## src/rtl/mips_pkg.sv

```systemverilog
// rtl/mips_pkg.sv - shared ALU op, register and forward-select definitions
package mips_pkg;

    localparam logic [2:0] ALU_ADD  = 3'b000;
    localparam logic [2:0] ALU_SUB  = 3'b001;
    localparam logic [2:0] ALU_SLL  = 3'b010;
    localparam logic [2:0] ALU_OR   = 3'b011;
    localparam logic [2:0] ALU_AND  = 3'b100;
    localparam logic [2:0] ALU_ADDU = 3'b101;
    localparam logic [2:0] ALU_SLT  = 3'b110;
    localparam logic [2:0] ALU_MOVN = 3'b111;

    localparam logic [4:0] REG_ZERO = 5'd0;

    typedef enum logic [1:0] {
        FWD_RF  = 2'd0,
        FWD_EXM = 2'd1,
        FWD_MWB = 2'd2
    } fwd_sel_e;

endpackage

```

## src/rtl/fwd_unit.sv

```systemverilog
// rtl/fwd_unit.sv - per-operand forward source selection
module fwd_unit
    import mips_pkg::*;
#(
    parameter int NREG_BITS = 5
) (
    input  logic [NREG_BITS-1:0] src_reg_i,
    input  logic                 exm_regwre_i,
    input  logic                 exm_wrctr_i,
    input  logic [NREG_BITS-1:0] exm_wreg_i,
    input  logic                 mwb_regwre_i,
    input  logic [NREG_BITS-1:0] mwb_wreg_i,
    output fwd_sel_e             sel_o
);

    localparam logic [NREG_BITS-1:0] ZERO = NREG_BITS'(REG_ZERO);

    logic exm_hit;
    logic mwb_hit;

    // A wrctr-suppressed EX/MEM result (overflow, movn not taken) is never forwarded.
    assign exm_hit = exm_regwre_i && exm_wrctr_i && (exm_wreg_i != ZERO) && (exm_wreg_i == src_reg_i);
    assign mwb_hit = mwb_regwre_i && (mwb_wreg_i != ZERO) && (mwb_wreg_i == src_reg_i);

    // EX/MEM holds the younger write, so it wins over MEM/WB.
    always_comb begin
        sel_o = FWD_RF;
        if (exm_hit) begin
            sel_o = FWD_EXM;
        end else if (mwb_hit) begin
            sel_o = FWD_MWB;
        end
    end

endmodule

```

## src/rtl/id_ex_stage.sv

```systemverilog
// rtl/id_ex_stage.sv - ID/EX register, ALU operand selection and hazard stall (option macro: ID_EX_FORWARD_EN)
module id_ex_stage
    import mips_pkg::*;
#(
    parameter int NREG_BITS = 5,
    parameter int DW        = 32
) (
    input  logic                 clk,
    input  logic                 rst,
    input  logic                 hold,
    input  logic                 flush,
    input  logic                 id_valid,
    input  logic [2:0]           id_aluctr,
    input  logic [NREG_BITS-1:0] id_rs,
    input  logic [NREG_BITS-1:0] id_rt,
    input  logic [NREG_BITS-1:0] id_rd,
    input  logic [DW-1:0]        id_rs_val,
    input  logic [DW-1:0]        id_rt_val,
    input  logic [DW-1:0]        id_imm,
    input  logic [4:0]           id_shamt,
    input  logic                 id_alusrc,
    input  logic                 id_shsrc,
    input  logic                 id_regdst,
    input  logic                 id_regwre,
    input  logic                 id_memread,
    input  logic                 id_memwrite,
    input  logic                 id_memtoreg,
    input  logic                 id_uses_rs,
    input  logic                 id_uses_rt,
    input  logic                 exm_regwre,
    input  logic                 exm_wrctr,
    input  logic [NREG_BITS-1:0] exm_wreg,
    input  logic [DW-1:0]        exm_res,
    input  logic                 mwb_regwre,
    input  logic [NREG_BITS-1:0] mwb_wreg,
    input  logic [DW-1:0]        mwb_data,
    output logic [DW-1:0]        alu_a,
    output logic [DW-1:0]        alu_b,
    output logic [2:0]           aluctr,
    output logic [DW-1:0]        ex_store_data,
    output logic [NREG_BITS-1:0] ex_wreg,
    output logic                 ex_valid,
    output logic                 ex_regwre,
    output logic                 ex_memread,
    output logic                 ex_memwrite,
    output logic                 ex_memtoreg,
    output logic                 stall
);

    localparam logic [NREG_BITS-1:0] ZERO = NREG_BITS'(REG_ZERO);

    typedef struct packed {
        logic                 valid;
        logic                 regwre;
        logic                 memread;
        logic                 memwrite;
        logic                 memtoreg;
        logic [2:0]           aluctr;
        logic [NREG_BITS-1:0] wreg;
        logic [NREG_BITS-1:0] rs;
        logic [NREG_BITS-1:0] rt;
        logic [DW-1:0]        rs_val;
        logic [DW-1:0]        rt_val;
        logic [DW-1:0]        imm;
        logic [4:0]           shamt;
        logic                 alusrc;
        logic                 shsrc;
    } idex_t;

    idex_t         idex_q;
    idex_t         idex_d;
    logic [DW-1:0] fwd_rs;
    logic [DW-1:0] fwd_rt;

    logic ex_match;
    logic load_use;
    logic raw_hazard;

    // ID reads the register that the instruction now in EX will write.
    assign ex_match = (idex_q.wreg != ZERO) &&
                      ((id_uses_rs && (id_rs == idex_q.wreg)) ||
                       (id_uses_rt && (id_rt == idex_q.wreg)));
    assign load_use = idex_q.valid && idex_q.memread && ex_match;

`ifdef ID_EX_FORWARD_EN
    assign raw_hazard = 1'b0;
`else
    logic exm_match;

    // Without forwarding, any pending write in EX or EX/MEM must drain first;
    // MEM/WB is covered by register-file write-through.
    assign exm_match = exm_regwre && (exm_wreg != ZERO) &&
                       ((id_uses_rs && (id_rs == exm_wreg)) ||
                        (id_uses_rt && (id_rt == exm_wreg)));
    assign raw_hazard = (idex_q.valid && idex_q.regwre && ex_match) || exm_match;
`endif

    // Flush wins so IF can redirect without waiting on a stall.
    assign stall = !flush && (load_use || raw_hazard);

    // Next state: hold freezes, flush or stall inserts a bubble, otherwise capture ID.
    always_comb begin
        idex_d = idex_q;
        if (!hold) begin
            if (flush || stall) begin
                idex_d = '0;
            end else begin
                idex_d.valid    = id_valid;
                idex_d.regwre   = id_regwre   && id_valid;
                idex_d.memread  = id_memread  && id_valid;
                idex_d.memwrite = id_memwrite && id_valid;
                idex_d.memtoreg = id_memtoreg && id_valid;
                idex_d.aluctr   = id_aluctr;
                idex_d.wreg     = id_regdst ? id_rd : id_rt;
                idex_d.rs       = id_rs;
                idex_d.rt       = id_rt;
                idex_d.rs_val   = id_rs_val;
                idex_d.rt_val   = id_rt_val;
                idex_d.imm      = id_imm;
                idex_d.shamt    = id_shamt;
                idex_d.alusrc   = id_alusrc;
                idex_d.shsrc    = id_shsrc;
            end
        end
    end

    // Pipeline register with asynchronous clear.
    always_ff @(posedge clk or posedge rst) begin
        if (rst) begin
            idex_q <= '0;
        end else begin
            idex_q <= idex_d;
        end
    end

`ifdef ID_EX_FORWARD_EN
    fwd_sel_e rs_sel;
    fwd_sel_e rt_sel;

    fwd_unit #(.NREG_BITS(NREG_BITS)) u_fwd_rs (
        .src_reg_i    (idex_q.rs),
        .exm_regwre_i (exm_regwre),
        .exm_wrctr_i  (exm_wrctr),
        .exm_wreg_i   (exm_wreg),
        .mwb_regwre_i (mwb_regwre),
        .mwb_wreg_i   (mwb_wreg),
        .sel_o        (rs_sel)
    );

    fwd_unit #(.NREG_BITS(NREG_BITS)) u_fwd_rt (
        .src_reg_i    (idex_q.rt),
        .exm_regwre_i (exm_regwre),
        .exm_wrctr_i  (exm_wrctr),
        .exm_wreg_i   (exm_wreg),
        .mwb_regwre_i (mwb_regwre),
        .mwb_wreg_i   (mwb_wreg),
        .sel_o        (rt_sel)
    );

    assign fwd_rs = (rs_sel == FWD_EXM) ? exm_res :
                    (rs_sel == FWD_MWB) ? mwb_data : idex_q.rs_val;
    assign fwd_rt = (rt_sel == FWD_EXM) ? exm_res :
                    (rt_sel == FWD_MWB) ? mwb_data : idex_q.rt_val;
`else
    logic unused_fwd;

    assign fwd_rs     = idex_q.rs_val;
    assign fwd_rt     = idex_q.rt_val;
    assign unused_fwd = &{1'b0, exm_wrctr, exm_res, mwb_regwre, mwb_wreg, mwb_data,
                          idex_q.rs, idex_q.rt};
`endif

    // movn relies on alu_b carrying the forwarded rt for its zero test.
    assign alu_a         = idex_q.shsrc  ? {{(DW-5){1'b0}}, idex_q.shamt} : fwd_rs;
    assign alu_b         = idex_q.alusrc ? idex_q.imm : fwd_rt;
    assign ex_store_data = fwd_rt;

    assign aluctr      = idex_q.aluctr;
    assign ex_wreg     = idex_q.wreg;
    assign ex_valid    = idex_q.valid;
    assign ex_regwre   = idex_q.regwre;
    assign ex_memread  = idex_q.memread;
    assign ex_memwrite = idex_q.memwrite;
    assign ex_memtoreg = idex_q.memtoreg;

endmodule
```

## config.mk

```make
export PLATFORM = sky130hd
export DESIGN_NAME = id_ex_stage
export DESIGN_NICKNAME = d
export VERILOG_FILES = /design/src/rtl/mips_pkg.sv /design/src/rtl/fwd_unit.sv /design/src/rtl/id_ex_stage.sv
export SDC_FILE = /design/constraint.sdc
export NUM_CORES = 1
export LEC_CHECK = 0
export CAP_MARGIN = 5
export CORE_UTILIZATION = 34
export CTS_CLUSTER_DIAMETER = 120
export DETAILED_ROUTE_END_ITERATION = 12
export PLACE_DENSITY = 0.77
export SYNTH_ARGS = -nofsm -noshare
export SYNTH_HDL_FRONTEND = slang
export SYNTH_SLANG_ARGS = --single-unit
```

## constraint.sdc

```tcl
create_clock -name clk -period 3.18 [get_ports clk]
set_input_delay 0.318 -clock clk [delete_from_list [all_inputs] [get_ports clk]]
set_output_delay 0.318 -clock clk [all_outputs]
set_load 0.02 [all_outputs]
```

# After elaboration in Yosys (flattened, before gate mapping)
# Index checks and enable logic that the tools add are counted.
# totals
ff_bits,116
input_bits,210
out_inout_bits,110
# op_classes
n_eq_ne,4
mux,4
n_reduce_logical,24
# ops
operator,count
2-to-1 mux 126 bit,1
2-to-1 mux 32 bit,2
== test 5 bit,4
logical AND 1 bit,16
nonzero test 5 bit,2
logical OR 1 bit,5
2-to-1 mux 5 bit,1
logical NOT 1 bit,1

# Depth between registers and ports, before layout
# Gate-level depths: netlist (run 1).
# depth
depth_word,10
depth_mapped,7
mapped_depth_nobuf,5

# Worst setup path before layout (run 1)
# Ideal clock, no wire load.
# synth_path
path_kind,input to register
startpoint,input exm_wreg[1]
endpoint,"register idex_q, in the netlist ex_store_data[14]"
setup_ns,0.066
cell_stages,6
n_path_buf,2
arrival_time_ns,1.909
setup_slack_ns,1.205
path_cell_list,or4_1 o21a_1 a221oi_4 buf_2 buf_4 a22o_1
# synth_via
elab_chain_len,9
word_cells_on_any_way,13
# synth_lines
element,line_no,source
from (decl),id_ex_stage.sv:32,"input logic [NREG_BITS-1:0] exm_wreg,"
== test 5 bit (on tied branches),"id_ex_stage.sv:93, id_ex_stage.sv:94",
logical AND 1 bit (on tied branches),"id_ex_stage.sv:93, id_ex_stage.sv:94",
logical OR 1 bit,id_ex_stage.sv:93,((id_uses_rs && (id_rs == exm_wreg)) ||
logical AND 1 bit *,id_ex_stage.sv:92,assign exm_match = exm_regwre && (exm_wreg != ZERO) &&
logical OR 1 bit *,id_ex_stage.sv:95,assign raw_hazard = (idex_q.valid && idex_q.regwre && ex_match) || exm_match;
logical OR 1 bit *,id_ex_stage.sv:99,assign stall = !flush && (load_use || raw_hazard);
logical AND 1 bit *,id_ex_stage.sv:99,
logical OR 1 bit *,id_ex_stage.sv:105,if (flush || stall) begin
2-to-1 mux 126 bit *,id_ex_stage.sv:105,
to (signal assigned),id_ex_stage.sv:132,idex_q <= idex_d;
to (decl),id_ex_stage.sv:70,idex_t idex_q;
# Mark *: on every way between the ends. The rest lies on a longest branch, timed or not.
# A chain may end at the register's enable or synchronous reset.

# Worst setup path in the final report (run 1)
# layout_path
startpoint,input exm_wreg[1]
endpoint,output stall
# layout_via
elab_chain_len,7
word_cells_on_any_way,11
# layout_lines
element,line_no,source
== test 5 bit (on tied branches),"id_ex_stage.sv:93, id_ex_stage.sv:94",
logical AND 1 bit (on tied branches),"id_ex_stage.sv:93, id_ex_stage.sv:94",
logical OR 1 bit,id_ex_stage.sv:93,
logical AND 1 bit *,id_ex_stage.sv:92,
logical OR 1 bit *,id_ex_stage.sv:95,
logical OR 1 bit *,id_ex_stage.sv:99,
logical AND 1 bit *,id_ex_stage.sv:99,
to (decl),id_ex_stage.sv:47,output logic stall
# Marks and branches as above.

==> results.md, run 1 <==
- Avg WL per Cell: 17.9 microns
- Reg-to-reg slack, setup: approximately 1200 ps
- Worst skew pair latency: 400 ps
- Top cell by count, worst path: clkdlybuf4s50_1
- Die width: 127 microns
- Initial Utilization: 0.350
- Synthesized Nets: between 600 and 700
- Via-to-Cell Ratio: 5.03
- Crit. End Element: output pin
- Routed WL: between 10 and 15 mm
- Minimum clock period after layout: approximately 2700 ps
- Max H-tree Level: 4
- CTS clock-pin slew for the worst setup and hold paths: 60 ps
- Yosys top cell area share: 0.546
- Worst Reg-to-Reg Cells: 5
- Starting DRT DRC Count: 122
- Area contributors post-synth: dfrtp_1 55%, a22o_1 18%, mux2_2 8.9%, buf_4 6.2%, xnor2_1 3.3%
- Worst slew pin tran: roughly 790 ps
- CTS tree: done
- Cell family with most CP delay: buffers and inverters
- Crit path launch: exm_wreg[1]
- Syn Inst Count: 414
- Mapped Area: 0.00531 sq mm
- Area growth syn-to-layout: 55.5%
- Clk sinks: 116
- Reg-to-reg critical path startpoint: ex_memread$_DFFE_PP0N_
- Worst Clk Skew: slightly above 9 ps
- Worst reg2reg endpoint: ex_store_data[23]$_DFFE_PP0N_
- Crit Path Class: in -> out
- Initial antenna violation count: 1
- Setup crit end: stall
- Die footprint: approximately 0.016 sq mm
- Max cap viols: 0
- Max VDD drop: ~350 uV
- First-pass GRT wire length: between 20 and 25 mm
- Yosys reg bits: 116
- Clk pwr share: 0.414
- Slew Viols, Final: 0
- Final setup vio count: 0
- Slew headroom: 0.473
- GP Congestion: about 0.86
- Syn_area_per_cell: roughly 13 sq um
- Root buf cell: clkbuf_16
- Ports: 320
- RSZ-0062 raised after global routing: false
- Core footprint: about 0.015 sq mm
- Tot GR Track Use: 0.185
- Worst hold path class: in -> async
- ANT nets after route: 0
- Slowest Stage Delay on Critical Path: 560 ps
- Synthesis Warnings: 0
- Vias in the first global route: 4377
- Final Hold Fails: 0
- Pwr Total: 4.50 mW
- Total negative slack: 0 ps
- Setup WS pre-CTS: just under 500 ps
- Post-synth top area cell: dfrtp_1
- Period utilisation layout: 0.847
- Setup WS post-layout: 485 ps
- CTS Buf Count: 17
- Commonest non-fill, non-tap cell in the layout: clkdlybuf4s50_1
- Critical-path top delay cell: or4_1
- Maximum clock insertion buffer count: 2
- Most frequent cells in the layout: 247 x clkdlybuf4s50_1, 116 x dfrtp_1, 112 x a22o_1
- Die height: about 130 microns
- Pwr dens: between 500 and 600 mW/mm^2
- Sequential element share of the synthesized area: 0.546
- Hold_buf cts: 0
- Input/output buffers: approximately 250
- Pleak: 3.55 nW
- Buf/Inv on CP: 2
- Gate power share: 0.213
- # fillers: roughly 1300
- Cell count along the critical path: 6
- Crit path launch type: input pin
- CP cell instances: clkdlybuf4s50_1 -> or4_1 -> o21a_1 -> a22oi_1 -> nor2_1 -> clkdlybuf4s50_1
- Psw: between 1 and 1.5 mW
- Distinct cells, synth: 22
- Share of layout cells above drive strength 1: 0.131
- Pin count of the biggest net entering global routing: a little over 90
- Post-CTS sizing: 0
- Status: finished, final reports clean
- Row cnt: 45
- Critical-path maximum fanout: 3
- Post-CTS Setup Bufs: 0
- Worst EP required: 2860 ps
- Sw Ratio: 0.254
- DRC violations left: 0
- Via Count: between 4000 and 5000
- F_max: between 0.3 and 0.4 GHz
- DRT Pass-1 Iters: 4
- Critical Path AT: about 2400 ps
- DP HPWL: approximately 10 mm
- Cell-internal power: 3.36 mW
- Seq pwr share: 0.372
- NumNets Final: 825
- Total grt overflow: 0
-- power groups by stage --
stage	Sequential, mW	Clock, mW	Combinational, mW
CTS	1.68	1.91	0.974
finish	1.68	1.87	0.961
global route	1.69	1.99	1.02
detailed placement	1.70	0	0.967
floorplan	1.68	0	0.534
global placement	1.69	0	0.953
-- cell usage after synthesis --
cell        n
a22o_1    112
a22oi_1     1
a221oi_4    1
dfrtp_1   116
nand2_1     4
nor2_1      2
a21oi_1     1
mux2_2     42
nor2b_1    27
a32o_1      4
nor3_1      1
o21ai_0     1
clkbuf_1   25
buf_2       3
o22ai_1     2
nand4_1     4
inv_1       1
buf_4      44
or2_2       1
xnor2_1    20
or4_1       1
o21a_1      1
-- sequential cells by signal, indices dropped and copies added (netlist names) --
register / flops
ex_store_data: 32
ex_regwre: 1
ex_wreg: 5
ex_memwrite: 1
aluctr: 3
ex_memread: 1
fwd_rs: 32
ex_memtoreg: 1
idex_q: 39
ex_valid: 1
-- worst register-to-register path: cells and delay by family (launching register included) --
family                 cells  cell delay, ps
AO/OA/AOI/OAI              4            1190
flip-flops                 1             400
buffers and inverters      1             330
-- per-layer routing --
layer	part of all wire	global-route usage	routed length, microns	vias up
li1	-	-	-	1904
met1	0.42	0.220	6100	2012
met2	0.49	0.303	7200	161
met3	0.061	0.0662	893	24
met4	0.026	0.0749	384	0
met5	0	0	0	-
-- how the worst min path moves through the flow --
stage | startpoint | to | slack [ps] | depth (start not counted)
after global routing | rst | idex_q[30]$_DFFE_PP0N_ | 350 | 2
after floorplan | id_rs_val[0] | fwd_rs[0]$_DFFE_PP0N_ | 450 | 1
final | rst | idex_q[30]$_DFFE_PP0N_ | 330 | 2
after global placement | ex_memwrite$_DFFE_PP0N_ | ex_memwrite$_DFFE_PP0N_ | 480 | 1
after CTS | rst | ex_store_data[24]$_DFFE_PP0N_ | 320 | 2
after detailed placement | fwd_rs[19]$_DFFE_PP0N_ | fwd_rs[19]$_DFFE_PP0N_ | 490 | 1
-- layout make-up --
| class | count | area, sq um | share of cell area |
|---|---|---|---|
| sequential | 116 | 2900 | 0.351 |
| timing repair buffer | 254 | 2560 | 0.310 |
| multi-input combinational | 225 | 1970 | 0.238 |
| clock buffer | 22 | 484 | 0.0586 |
| tap | 188 | 235 | 0.0285 |
| clock inverter | 9 | 103 | 0.0124 |
| inverter | 1 | 7.51 | 0.000908 |
| antenna | 1 | 2.50 | 0.000303 |
-- metrics by stage --
step                       util  area [sq um]  hold slack, ps  cells
after detailed placement  0.505          7680             489    784
after floorplan               -          5320             446    414
after global routing      0.544          8270             347    816
final                     0.544          8270             329    816
after global placement    0.505          7680             484    784
after CTS                 0.544          8260             325    815
-- cell families (layout without fill, tap and decap cells) --
| logic type | Yosys count | after routing | synth area share |
|---|---|---|---|
| AO/OA/AOI/OAI | 123 | 123 | 0.204 |
| XOR/XNOR | 20 | 20 | 0.0330 |
| buffers and inverters | 73 | 286 | 0.0834 |
| flip-flops | 116 | 116 | 0.546 |
| multiplexers | 42 | 42 | 0.0890 |
| other | 0 | 1 | 0 |
| AND/OR/NAND/NOR | 40 | 40 | 0.0443 |
Power figures use the tool's default switching activity.
==> run 2, diff against run 1 <==
==> constraint.sdc (replaced) <==
create_clock -name clk -period 2.44 [get_ports clk]
set_input_delay 0.244 -clock clk [delete_from_list [all_inputs] [get_ports clk]]
set_output_delay 0.244 -clock clk [all_outputs]
set_load 0.02 [all_outputs]
==> run 2 against run 1 <==
Compared with the run above: worst hold slack gained 69 ps; highest routed layer unchanged; worst setup slack worse by 330 ps; critical path type is now reg -> out; core utilization up 0.30 points; routed wire length rose by 0.65%; cell count rose by 0.61%; non-clock buffer count increased by 6; global-route usage is 0.16 points higher; clock power is 30% higher; count of clock-buffer cells in the layout up 1.
==> results.md, run 2 (synthesis gave the netlist of run 1 again) <==
- Status: finished, final reports clean (unchanged)
- Ports: 320 (unchanged)
- Input/output buffers: 248 (unchanged)
- ANT nets after route: 0 (unchanged)
- Area of the multi-input gates: 0.00197 sq mm (unchanged)
- Die height: 127 microns (unchanged)
- # fillers: 1287 (was 1291)
- Non-filler instance count after layout: 821 (was 816)
- Share of layout cells above drive strength 1: 0.136 (was 0.131)
- Worst slew pin tran: 757 ps (was 790 ps)
- Routed WL: 14.7 mm (was 14.6 mm)
- Sw Ratio: 0.258 (was 0.254)
- Starting DRT DRC Count: 156 (was 122)
- Die footprint: 0.0161 sq mm (unchanged)
- Gate power share: 0.215 (was 0.213)
- DP Cell Count: 790 (was 784)
- Tot GR Track Use: 0.186 (was 0.185)
- Clk sinks: 116 (unchanged)
- DP HPWL: 10.2 mm (was 9.99 mm)
- Top reg by flops: idex_q (unchanged)
- RSZ-0062 raised after global routing: false (unchanged)
- Core footprint: 0.0152 sq mm (unchanged)
- NumNets Final: 831 (was 825)
- Final setup vio count: 0 (unchanged)
- Slew headroom: 0.496 (was 0.473)
- Minimum clock period after layout: between 2000 and 2500 ps
- Critical Path AT: 2040 ps (was 2380 ps)
- Area growth syn-to-layout: 56.4% (was 55.5%)
- Final core occ: 0.547 (was 0.544)
- Final Hold Fails: 0 (unchanged)
- Max H-tree Level: 4 (unchanged)
- CTS Buf Count: 17 (unchanged)
- Setup WS post-layout: 152 ps (was 485 ps)
- Seq pwr share: 0.372 (about the same)
- Commonest non-fill, non-tap cell in the layout: clkdlybuf4s50_1 (unchanged)
- Pwr Total: 5.89 mW (was 4.50 mW)
- Total grt overflow: 0 (unchanged)
- CTS clock-pin slew for the worst setup and hold paths: 50 ps (was 60 ps)
- Pin count of the biggest net entering global routing: 117 (was 93)
- CTS tree: done (unchanged)
- Initial Utilization: 0.350 (unchanged)
- Crit Path Class: reg -> out (was in -> out)
- F_max: about 0.44 GHz
- Slowest Stage Delay on Critical Path: 630 ps (was 560 ps)
- Avg WL per Cell: 17.9 microns (about the same)
- Psw: 1.52 mW (was 1.14 mW)
- Maximum clock insertion buffer count: 2 (unchanged)
- Max VDD drop: 430 uV (was 347 uV)
- Critical-path maximum fanout: 22 (was 3)
- Total negative slack: 0 ps (unchanged)
- Vias in the first global route: 4388 (was 4377)
- Via Count: 4170 (was 4101)
- Worst Clk Skew: 9.47 ps (was 9.33 ps)
- Initial antenna violation count: 0 (was 1)
- Most frequent cells in the layout: 246 x clkdlybuf4s50_1, 116 x dfrtp_1, 112 x a22o_1 (was 247 x clkdlybuf4s50_1, 116 x dfrtp_1, 112 x a22o_1)
- Worst EP required: 2200 ps (was 2860 ps)
- Final instance area: 0.00831 sq mm (was 0.00827 sq mm)
- DRC violations left: 0 (unchanged)
- Placed standard-cell area: 0.00773 sq mm (was 0.00768 sq mm)
- Root buf cell: clkbuf_16 (unchanged)
- Slew Viols, Final: 0 (unchanged)
- Setup WS pre-CTS: -20.1 ps (was 481 ps)
- ANT cells: 0 (was 1)
- Worst skew pair latency: 410 ps (was 400 ps)
- GP Congestion: 0.901 (was 0.858)
- FF+latch area: 0.00290 sq mm (unchanged)
- Pwr dens: 708 mW/mm^2 (was 545 mW/mm^2)
- Cell-internal power: 4.37 mW (was 3.36 mW)
- Die width: 127 microns (unchanged)
- CP cell instances: buf_4 -> nor2b_1 -> clkdlybuf4s50_1 (was clkdlybuf4s50_1 -> or4_1 -> o21a_1 -> a22oi_1 -> nor2_1 -> clkdlybuf4s50_1)
- DRT Pass-1 Iters: 4 (unchanged)
- Max FFs per register: 39 (unchanged)
- Crit path launch type: flip-flop (was input pin)
- Crit. End Element: output pin (unchanged)
- Hold_ws: 398 ps (was 329 ps)
- Worst hold path class: in -> async (unchanged)
- First-pass GRT wire length: 23.0 mm (was 22.9 mm)
- Max cap viols: 0 (unchanged)
- Critical-path top delay cell: clkdlybuf4s50_1 (was or4_1)
- Period utilisation layout: 0.938
- Via-to-Cell Ratio: 5.08 (was 5.03)
- Row cnt: 45 (unchanged)
- Pleak: 3.58 nW (was 3.55 nW)
- Clk pwr share: 0.413 (was 0.414)
run 2: changes by cell type in the layout (fill, tap and decap cells not counted), sizes merged:
cell | previous run | this run
buf | 7 | 13
clkdlybuf4s50 | 247 | 246
dlygate4sd2 | 0 | 1
clkinv | 4 | 3
diode | 1 | 0
clkbuf | 22 | 23
run 2: power by group through the flow:
stage / clock network [mW] / logic (mW) / registers, mW
after detailed placement: 0 / 1.27 / 2.22
after floorplan: 0 / 0.696 / 2.19
final: 2.43 / 1.26 / 2.19
after global routing: 2.57 / 1.34 / 2.21
after global placement: 0 / 1.25 / 2.21
after CTS: 2.48 / 1.28 / 2.19
run 2: what timing repair did:
action | in CTS | in global routing
setup buffers | 0 | 0
hold buffers | 0 | 0
endpoints found under the setup margin | 1 | 0
resized for setup | 1 | 0
run 2: final cells by class:
cell class / instances / area share
Clock buffer: 23 / 0.0575
Clock inverter: 8 / 0.0122
Sequential cell: 116 / 0.349
Timing Repair Buffer: 260 / 0.315
Inverter: 1 / 0.000903
Tap cell: 188 / 0.0283
Multi-Input combinational cell: 225 / 0.237
run 2: metal layers:
layer / vias up / track usage / routed length, microns
met5: - / 0 / 0
met4: 0 / 0.0840 / 302
met3: 21 / 0.0616 / 967
met2: 159 / 0.303 / 7280
met1: 2079 / 0.225 / 6120
li1: 1911 / - / -
run 2: final timing paths:
path                                        start                             to  slack [ps]  depth (start not counted)
min in group clk                    id_rt_val[27]  ex_store_data[27]$_DFFE_PP0N_         420                          2
max reg2reg                ex_wreg[4]$_DFFE_PP0N_        ex_memwrite$_DFFE_PP0N_         510                          7
min                                           rst         fwd_rs[28]$_DFFE_PP0N_         400                          3
max in group asynchronous                     rst         idex_q[14]$_DFFE_PP0N_        1590                          3
min reg2reg                 fwd_rs[5]$_DFFE_PP0N_          fwd_rs[5]$_DFFE_PP0N_         500                          1
max                         idex_q[0]$_DFFE_PP0N_                       alu_a[9]         150                          3
run 2: critical path: cells and delay by family, from the launching register on:
kind / cells / cell delay [ps]
flops: 1 / 550
simple gates: 1 / 150
buf+inv: 2 / 930
